$ cat config.mk
export PLATFORM = sky130hd
export DESIGN_NAME = mig_icb_responder
export DESIGN_NICKNAME = d
export VERILOG_FILES = /design/src/rtl/mig_icb_pkg.sv /design/src/rtl/mig_icb_rd_timeout.sv /design/src/rtl/mig_icb_responder.sv
export SDC_FILE = /design/constraint.sdc
export NUM_CORES = 1
export LEC_CHECK = 0
export CORE_AREA = 2 2 166 168
export CTS_CLUSTER_SIZE = 20
export DETAILED_ROUTE_END_ITERATION = 16
export DIE_AREA = 0 0 168 170
export SYNTH_ARGS = -nofsm -noshare
export SYNTH_HDL_FRONTEND = slang
export SYNTH_HIERARCHICAL = 1
export SYNTH_SLANG_ARGS = --single-unit
$ cat constraint.sdc
create_clock -name clk -period 3.8 [get_ports clk]
set_input_delay 0.57 -clock clk [delete_from_list [all_inputs] [get_ports clk]]
set_output_delay 0.57 -clock clk [all_outputs]
set_load 0.05 [all_outputs]
$ cat src/rtl/mig_icb_pkg.sv
// Shared types and constants for the MIG ICB responder.
// Supplies default bus widths when the SoC header has not defined them.
`ifndef MYRISCV_ADDRDW
`define MYRISCV_ADDRDW 32
`endif
`ifndef MYRISCV_DATADW
`define MYRISCV_DATADW 32
`endif

package mig_icb_pkg;

    typedef enum logic [2:0] {
        IDLE,
        WR,
        RD_CMD,
        RD_WAIT,
        RSP
    } state_e;

    localparam logic [2:0] APP_CMD_WR = 3'b000;
    localparam logic [2:0] APP_CMD_RD = 3'b001;

    localparam int LANE_W = 2;

endpackage

$ cat src/rtl/mig_icb_rd_timeout.sv
// Read-wait watchdog: counts cycles spent waiting on a read and pulses expire_o
// on the last allowed cycle. Only built when MIG_ICB_RD_TIMEOUT_EN is defined.
module mig_icb_rd_timeout #(
    parameter int TIMEOUT_CYC = 256
) (
    input  logic clk,
    input  logic rst,
    input  logic clear_i,
    input  logic active_i,
    output logic expire_o
);

    localparam int CNT_W = $clog2(TIMEOUT_CYC + 1);

    logic [CNT_W-1:0] cnt_q;
    logic [CNT_W-1:0] cnt_d;

    assign expire_o = active_i && (cnt_q == CNT_W'(TIMEOUT_CYC - 1));

    always_comb begin
        cnt_d = cnt_q;
        if (clear_i) begin
            cnt_d = '0;
        end else if (active_i && !expire_o) begin
            cnt_d = cnt_q + 1'b1;
        end
    end

    always_ff @(posedge clk or posedge rst) begin
        if (rst) begin
            cnt_q <= '0;
        end else begin
            cnt_q <= cnt_d;
        end
    end

endmodule

$ cat src/rtl/mig_icb_responder.sv
// ICB responder bridging single-beat 32-bit ICB commands onto a DDR controller app_* port.
// Optional read watchdog enabled by defining MIG_ICB_RD_TIMEOUT_EN.
module mig_icb_responder
    import mig_icb_pkg::*;
#(
    parameter int APP_AW      = 28,
    parameter int APP_DW      = 128,
    parameter int TIMEOUT_CYC = 256
) (
    input  logic                       clk,
    input  logic                       rst,
    input  logic                       mig_icb_cmd_valid_i,
    output logic                       mig_icb_cmd_ready_o,
    input  logic [`MYRISCV_ADDRDW-1:0] mig_icb_cmd_addr_i,
    input  logic                       mig_icb_cmd_read_i,
    input  logic [31:0]                mig_icb_cmd_wdata_i,
    input  logic [3:0]                 mig_icb_cmd_wmask_i,
    input  logic [1:0]                 mig_icb_cmd_burst_i,
    input  logic [1:0]                 mig_icb_cmd_beat_i,
    input  logic [1:0]                 mig_icb_cmd_size_i,
    input  logic                       mig_icb_cmd_lock_i,
    input  logic                       mig_icb_cmd_excl_i,
    output logic                       mig_icb_rsp_valid_o,
    input  logic                       mig_icb_rsp_ready_i,
    output logic                       mig_icb_rsp_err_o,
    output logic                       mig_icb_rsp_excl_ok_o,
    output logic [31:0]                mig_icb_rsp_rdata_o,
    input  logic                       init_calib_complete_i,
    output logic                       app_en_o,
    output logic [2:0]                 app_cmd_o,
    output logic [APP_AW-1:0]          app_addr_o,
    input  logic                       app_rdy_i,
    output logic                       app_wdf_wren_o,
    output logic                       app_wdf_end_o,
    output logic [APP_DW-1:0]          app_wdf_data_o,
    output logic [APP_DW/8-1:0]        app_wdf_mask_o,
    input  logic                       app_wdf_rdy_i,
    input  logic [APP_DW-1:0]          app_rd_data_i,
    input  logic                       app_rd_data_valid_i
);

    state_e state_q, state_d;

    logic [APP_AW-4:0] addr_q;
    logic [LANE_W-1:0] lane_q;
    logic              read_q;
    logic [31:0]       wdata_q;
    logic [3:0]        wmask_q;

    logic        en_q, en_d;
    logic        wren_q, wren_d;
    logic        rsp_valid_q, rsp_valid_d;
    logic [31:0] rdata_q, rdata_d;
    logic        err_q, err_d;

    logic cmd_fire;
    logic wr_both_done;
    logic rd_timeout;
    logic unused_inputs;

    assign mig_icb_cmd_ready_o = (state_q == IDLE) && init_calib_complete_i;
    assign cmd_fire            = mig_icb_cmd_valid_i && mig_icb_cmd_ready_o;
    assign wr_both_done        = (!en_q || app_rdy_i) && (!wren_q || app_wdf_rdy_i);

`ifdef MIG_ICB_RD_TIMEOUT_EN
    mig_icb_rd_timeout #(
        .TIMEOUT_CYC(TIMEOUT_CYC)
    ) u_rd_timeout (
        .clk     (clk),
        .rst     (rst),
        .clear_i (cmd_fire && mig_icb_cmd_read_i),
        .active_i((state_q == RD_CMD) || (state_q == RD_WAIT)),
        .expire_o(rd_timeout)
    );
`else
    assign rd_timeout = 1'b0;
`endif

    always_ff @(posedge clk or posedge rst) begin
        if (rst) begin
            state_q     <= IDLE;
            addr_q      <= '0;
            lane_q      <= '0;
            read_q      <= 1'b0;
            wdata_q     <= '0;
            wmask_q     <= '0;
            en_q        <= 1'b0;
            wren_q      <= 1'b0;
            rsp_valid_q <= 1'b0;
            rdata_q     <= '0;
            err_q       <= 1'b0;
        end else begin
            state_q     <= state_d;
            en_q        <= en_d;
            wren_q      <= wren_d;
            rsp_valid_q <= rsp_valid_d;
            rdata_q     <= rdata_d;
            err_q       <= err_d;
            if (cmd_fire) begin
                addr_q  <= mig_icb_cmd_addr_i[APP_AW:4];
                lane_q  <= mig_icb_cmd_addr_i[3:2];
                read_q  <= mig_icb_cmd_read_i;
                wdata_q <= mig_icb_cmd_wdata_i;
                wmask_q <= mig_icb_cmd_wmask_i;
            end
        end
    end

    always_comb begin
        state_d = state_q;
        unique case (state_q)
            IDLE:    if (cmd_fire) state_d = mig_icb_cmd_read_i ? RD_CMD : WR;
            WR:      if (wr_both_done) state_d = RSP;
            RD_CMD:  if (rd_timeout) state_d = RSP;
                     else if (app_rdy_i) state_d = RD_WAIT;
            RD_WAIT: if (rd_timeout || app_rd_data_valid_i) state_d = RSP;
            RSP:     if (mig_icb_rsp_ready_i) state_d = IDLE;
            default: state_d = IDLE;
        endcase
    end

    // Next values of the registered outputs; the timeout wins over a same-cycle handshake.
    always_comb begin
        en_d        = en_q;
        wren_d      = wren_q;
        rsp_valid_d = rsp_valid_q;
        rdata_d     = rdata_q;
        err_d       = err_q;
        unique case (state_q)
            IDLE: begin
                rsp_valid_d = 1'b0;
                if (cmd_fire) begin
                    en_d   = 1'b1;
                    wren_d = !mig_icb_cmd_read_i;
                end
            end
            WR: begin
                if (en_q && app_rdy_i) en_d = 1'b0;
                if (wren_q && app_wdf_rdy_i) wren_d = 1'b0;
                if (wr_both_done) begin
                    rsp_valid_d = 1'b1;
                    rdata_d     = '0;
                    err_d       = 1'b0;
                end
            end
            RD_CMD: begin
                if (rd_timeout) begin
                    en_d        = 1'b0;
                    rsp_valid_d = 1'b1;
                    rdata_d     = '0;
                    err_d       = 1'b1;
                end else if (app_rdy_i) begin
                    en_d = 1'b0;
                end
            end
            RD_WAIT: begin
                if (rd_timeout) begin
                    rsp_valid_d = 1'b1;
                    rdata_d     = '0;
                    err_d       = 1'b1;
                end else if (app_rd_data_valid_i) begin
                    rsp_valid_d = 1'b1;
                    rdata_d     = app_rd_data_i[int'(lane_q)*32 +: 32];
                    err_d       = 1'b0;
                end
            end
            RSP: begin
                if (mig_icb_rsp_ready_i) rsp_valid_d = 1'b0;
            end
            default: begin
                en_d        = 1'b0;
                wren_d      = 1'b0;
                rsp_valid_d = 1'b0;
            end
        endcase
    end

    // Data mask is active-low per byte; only the addressed 32-bit lane is enabled.
    always_comb begin
        app_wdf_mask_o = '1;
        for (int l = 0; l < APP_DW / 32; l++) begin
            for (int b = 0; b < 4; b++) begin
                if (l == int'(lane_q)) app_wdf_mask_o[l*4+b] = ~wmask_q[b];
            end
        end
    end

    assign app_en_o       = en_q;
    assign app_cmd_o      = read_q ? APP_CMD_RD : APP_CMD_WR;
    assign app_addr_o     = {addr_q, 3'b000};
    assign app_wdf_wren_o = wren_q;
    assign app_wdf_end_o  = wren_q;
    assign app_wdf_data_o = {(APP_DW / 32){wdata_q}};

    assign mig_icb_rsp_valid_o   = rsp_valid_q;
    assign mig_icb_rsp_rdata_o   = rdata_q;
    assign mig_icb_rsp_err_o     = err_q;
    assign mig_icb_rsp_excl_ok_o = 1'b0;

    assign unused_inputs = &{1'b0, mig_icb_cmd_burst_i, mig_icb_cmd_beat_i, mig_icb_cmd_size_i,
                             mig_icb_cmd_lock_i, mig_icb_cmd_excl_i,
                             mig_icb_cmd_addr_i[`MYRISCV_ADDRDW-1:APP_AW+1],
                             mig_icb_cmd_addr_i[1:0], TIMEOUT_CYC[0]};

endmodule

==> results of run 1 <==
==> flip-flops by register name (all words and copies together), names as in the netlist, 2 cells and up <==
signal	count
state_q	3
addr_q	25
wdata_q	32
lane_q	2
mig_icb_rsp_rdata_o	32
wmask_q	4
==> synth_stat cells (all sizes together) <==
library cell and instances:
o32a 1, a31o 1, buf 126, nand4b 1, a21oi 2, nand2 44, o311a 1, o31ai 2
nor2b 4, nand3 4, clkbuf 7, a211oi 1, nand3b 3, nor4 2, and3b 1, o2bb2ai 32
nor3b 1, inv 4, and2 1, o21ai 2, o22ai 1, nand2b 2, or3b 1, mux4 32
mux2 64, dfrtp 102, nor2 6, o31a 1, and3 1, conb 1, a21boi 1
==> logic make-up after synthesis <==
logic type	count (synthesis)
buffers and inverters	137
flip-flops	102
multiplexers	96
AND/OR/NAND/NOR	71
AO/OA/AOI/OAI	45
other	1
==> layout by cell type, fill, tap and decap left out, drive strengths merged, types with 6 or more instances in the layout <==
master / synthesis / routed
mux4: 32 / 32
inv: 4 / 7
clkdlybuf4s50: 0 / 406
buf: 126 / 9
dfrtp: 102 / 102
o2bb2ai: 32 / 32
nor2: 6 / 6
clkbuf: 7 / 9
mux2: 64 / 64
nand2: 44 / 44
conb: 1 / 7
==> stage by stage <==
stage	cell area (um^2)	hold WS (ns)	std cells	utilization [%]
after floorplan	5898	0.4609	458	-
after global placement	9535	0.4919	1081	35.78
after detailed placement	9535	0.4965	1081	35.78
after CTS	9816	0.5146	1097	36.83
after global routing	9818	0.5373	1098	36.84
final	9818	0.5130	1098	36.84
==> worst register-to-register path, delay by kind of cell, from the launching register on <==
| kind | cells | cell delay (ns) |
|---|---|---|
| simple gates | 2 | 0.74 |
| flops | 1 | 0.55 |
| buf+inv | 1 | 0.38 |
| mux | 1 | 0.34 |
==> layer usage <==
layer / wire length, um / vias up
met1: 7335 / 2252
li1: - / 2087
met4: 476 / 0
met3: 1433 / 23
met5: 0 / -
met2: 9196 / 247
==> final timing paths <==
kind                       startpoint                  end  slack [ns]  cells past startpoint
max in group asynchronous         rst          wdata_q[11]        2.32                      3
setup / recovery           state_q[1]  mig_icb_cmd_ready_o        1.12                      3
hold reg to reg            addr_q[20]           addr_q[20]        0.51                      1
setup reg to reg           state_q[1]           addr_q[18]        1.69                      4
min in group asynchronous         rst           addr_q[14]        0.67                      2
hold / removal             addr_q[20]           addr_q[20]        0.51                      1
==> area by class of cell <==
type	count	area, um^2	share of cell area (%)
sequential	102	2555	26.02
tap	341	426.7	4.346
antenna	1	2.502	0.02549
clock inverter	7	55.05	0.5607
multi-input combinational	219	2380	24.24
clock buffer	9	225.2	2.294
timing repair buffer	415	4156	42.33
inverter	4	17.52	0.1784
==> run summary, run 1 <==
Core Box Area: 26650 um^2
Pre-CTS setup slack: 1.132 ns
Crit start category: flop
Worst slew pin tran: 0.6905 ns
Clk slew on worst S/H paths: 0.08 ns
Synth Area in Adders: 0%
Met1 layer usage reported by global route: 14.55%
First-pass GRT wire length: 27920 um
Largest delay share family, worst path: buffers and inverters
Delay of the slowest cell on the worst path: 0.82 ns
Row count: 60
Clk Latency, worst-skew pair: 0.36 ns
Fillers: 2625
Setup-failing EPs final: 0
CTS tree: built
I/O Buffers: 406
Routed WL per cell: 16.80 um
I/O pins: 427
Crit path DAT: 2.11 ns
Final WL: 18440 um
Post-Synth Simple-Gate Area: 5.877%
Hold buffers post-CTS: 0
Clock buffer depth: 2
Synth area leader: dfrtp_1
TNS Setup: 0 ns
CP Class: flop to primary output
Initial core utilization: 22.05%
PostCTS Resize Cnt: 0
CTS H-tree depth: 3
Syn Area/Cell: 13.00 um^2
Worst path cell trace: nor2_4 -> and3_1 -> clkdlybuf4s50_1
DRT Pass-1 Iters: 4
Cells after Synth: 452
Max-cap violations: 0
Final slew viol count: 0
Crit path max fanout: 13
#FFs+latches synth: 102
Clock Skew: 0.01486 ns
Multiplexer share of the synthesized area: 27.66%
Worst hold-check path type: flop to flop
Detailed Place HPWL: 14230 um
GRT Max-Usage Layer: met2
Die H: 170 um
Post-synth top area share: 43.44%
Complex-gate fraction of the synthesized area: 6.367%
CTS buffer count: 9
Clock sinks: 102
Area Overhead vs Synth: 67.10%
Tcrit/Tclk final: 70.41%
Seq/Total Area, Yosys: 43.44%
Xor and xnor area share after synthesis: 0%
Initial antenna violation count: 1
Mean number of vias per cell: 4.198
Maximum clock frequency: 373.7 MHz
Fin nets: 964
Hold Vio Cnt, Final: 0
Share of cells above drive strength 1: 17.20%
CTS Root Cell: clkbuf_16
Antenna Nets Post-Route: 0
Die width: 168 um
Congestion Overflow GR: 0
Synthesized area: 5876 um^2
Iteration-0 DRC Markers: 186
Final WS setup: 1.124 ns
Met3 GRT Util: 3.558%
# DRC: 0
Required time of the critical path: 3.23 ns
Rel. slew slack: 53.97%
All-Layer GR Usage: 12.57%
Die ar.: 28560 um^2
GPL Wtd Cong: 0.7397
Unrepaired setup endpoints after global routing: false
Vias in the first global route: 4761
Via count: 4609
Largest family of logic cells by synthesized area: multiplexers
Final Critical Period: 2.676 ns
Worst setup EP type: primary output
Status: finished, final reports clean
Dominant cells by area after synthesis: dfrtp_1, buf_4, mux2_4
Worst path bufs/invs: 1
Unique masters post-synth: 37
GR Util met2: 21.92%
Post-CTS Setup Inserts: 0
Crit-path slowest cell: clkdlybuf4s50_1
Largest net degree at the start of global routing: 50
Yosys warns: 6
Power of run 1 is not shown: default switching activity piles up to over one toggle a cycle in this logic, so the estimate is an artifact.
==> inputs of run 2 (changes only) <==
Clock period 3.8 ns to 2.2 ns, I/O delays scaled along.
==> run summary, run 2 (synthesis results as in run 1) <==
Status: finished, final reports clean
I/O pins: 427
Final core area utilization: 37.71%
TNS Setup: 0 ns
Required time of the critical path: 1.87 ns
Routed WL per cell: 16.36 um
I/O Buffers: 406
Post-CTS Setup Inserts: 0
Setup-failing EPs final: 0
CTS H-tree depth: 3
Final slew viol count: 0
Area of the multi-input gates: 2380 um^2
Tcrit/Tclk final: 90.97%
Unrepaired setup endpoints after global routing: false
CTS Root Cell: clkbuf_16
CP Depth: 1
Area of placed instances: 9743 um^2
Row count: 60
Clk slew on worst S/H paths: 0.08 ns
Largest delay share family, worst path: buffers and inverters
Fin nets: 971
Final Critical Period: 2.001 ns
Initial antenna violation count: 1
Seq. cell area: 2554 um^2
Most common cell after layout, fill and taps aside: clkdlybuf4s50_1
Fillers: 2602
Crit-path slowest cell: clkdlybuf4s50_1
Iteration-0 DRC Markers: 195
Core Box Area: 26650 um^2
Worst hold slack: 0.4141 ns
Largest net degree at the start of global routing: 58
Die ar.: 28560 um^2
Clk Latency, worst-skew pair: 0.35 ns
Mean number of vias per cell: 4.120
Crit path DAT: 1.67 ns
Rel. slew slack: 62.34%
Worst hold-check path type: input pin to asynchronous set/reset pin
Initial core utilization: 22.05%
Most frequent cells in the layout: clkdlybuf4s50_1, dfrtp_1, mux2_4
Maximum clock frequency: 499.7 MHz
Vias in the first global route: 4678
Max-cap violations: 0
Area Overhead vs Synth: 71.04%
Die width: 168 um
PostCTS Resize Cnt: 0
Crit start category: flop
Die H: 170 um
Via count: 4553
Clock buffer depth: 2
CP Class: flop to primary output
Final WL: 18080 um
Delay of the slowest cell on the worst path: 0.88 ns
Worst setup EP type: primary output
Share of cells above drive strength 1: 20.18%
First-pass GRT wire length: 27350 um
Worst path bufs/invs: 1
Clock sinks: 102
FF-to-FF path depth: 3
GPL Wtd Cong: 0.7222
Congestion Overflow GR: 0
Worst slew pin tran: 0.5632 ns
Hold buffers post-CTS: 0
Clock Skew: 0.01241 ns
Worst path cell trace: clkdlybuf4s50_1
DRT Pass-1 Iters: 4
# DRC: 0
Hold Vio Cnt, Final: 0
CTS buffer count: 9
Crit path max fanout: 5
Detailed Place HPWL: 14520 um
Post-route cell area: 10050 um^2
Antenna Nets Post-Route: 0
CTS tree: built
All-Layer GR Usage: 12.33%
## run 2: cell count changes in the layout (fill, tap and decap cells not counted), sizes merged
cell / previous run / this run
clkinv: 3 / 1
inv: 7 / 6
bufinv: 0 / 1
buf: 9 / 34
clkdlybuf4s50: 406 / 388
clkinvlp: 1 / 3
## run 2: final cells by class
type,instances,area share [%]
sequential,102,25.41
multi-input combinational,219,23.68
antenna,1,0.02490
clock buffer,9,2.241
clock inverter,7,0.7844
inverter,4,0.1868
timing repair buffer,422,43.43
tap,341,4.246
## run 2: worst paths after layout
kind | from | to | slack, ns
max | wdata_q[22] | app_wdf_data_o[22] | 0.20
max in group asynchronous | rst | addr_q[19] | 1.46
min reg2reg | addr_q[15] | addr_q[15] | 0.51
min | rst | wdata_q[10] | 0.41
min in group clk | addr_q[15] | addr_q[15] | 0.51
max reg2reg | lane_q[0] | mig_icb_rsp_rdata_o[20] | 0.49
## run 2: layer usage
layer	vias to the layer above	track usage (%)	wire (um)
met2	230	22.91	9483
li1	2106	-	-
met4	0	3.365	260
met3	9	3.419	1359
met5	-	0	0
met1	2208	13.83	6979
## run 2: through the flow
step / cells / worst slack [ns]
floorplan: 458 / 0.4186
global placement: 1088 / 0.1636
detailed placement: 1088 / 0.1674
CTS: 1104 / 0.1333
global route: 1105 / 0.1223
finish: 1105 / 0.1987
Power of run 2 is left out for the same reason.
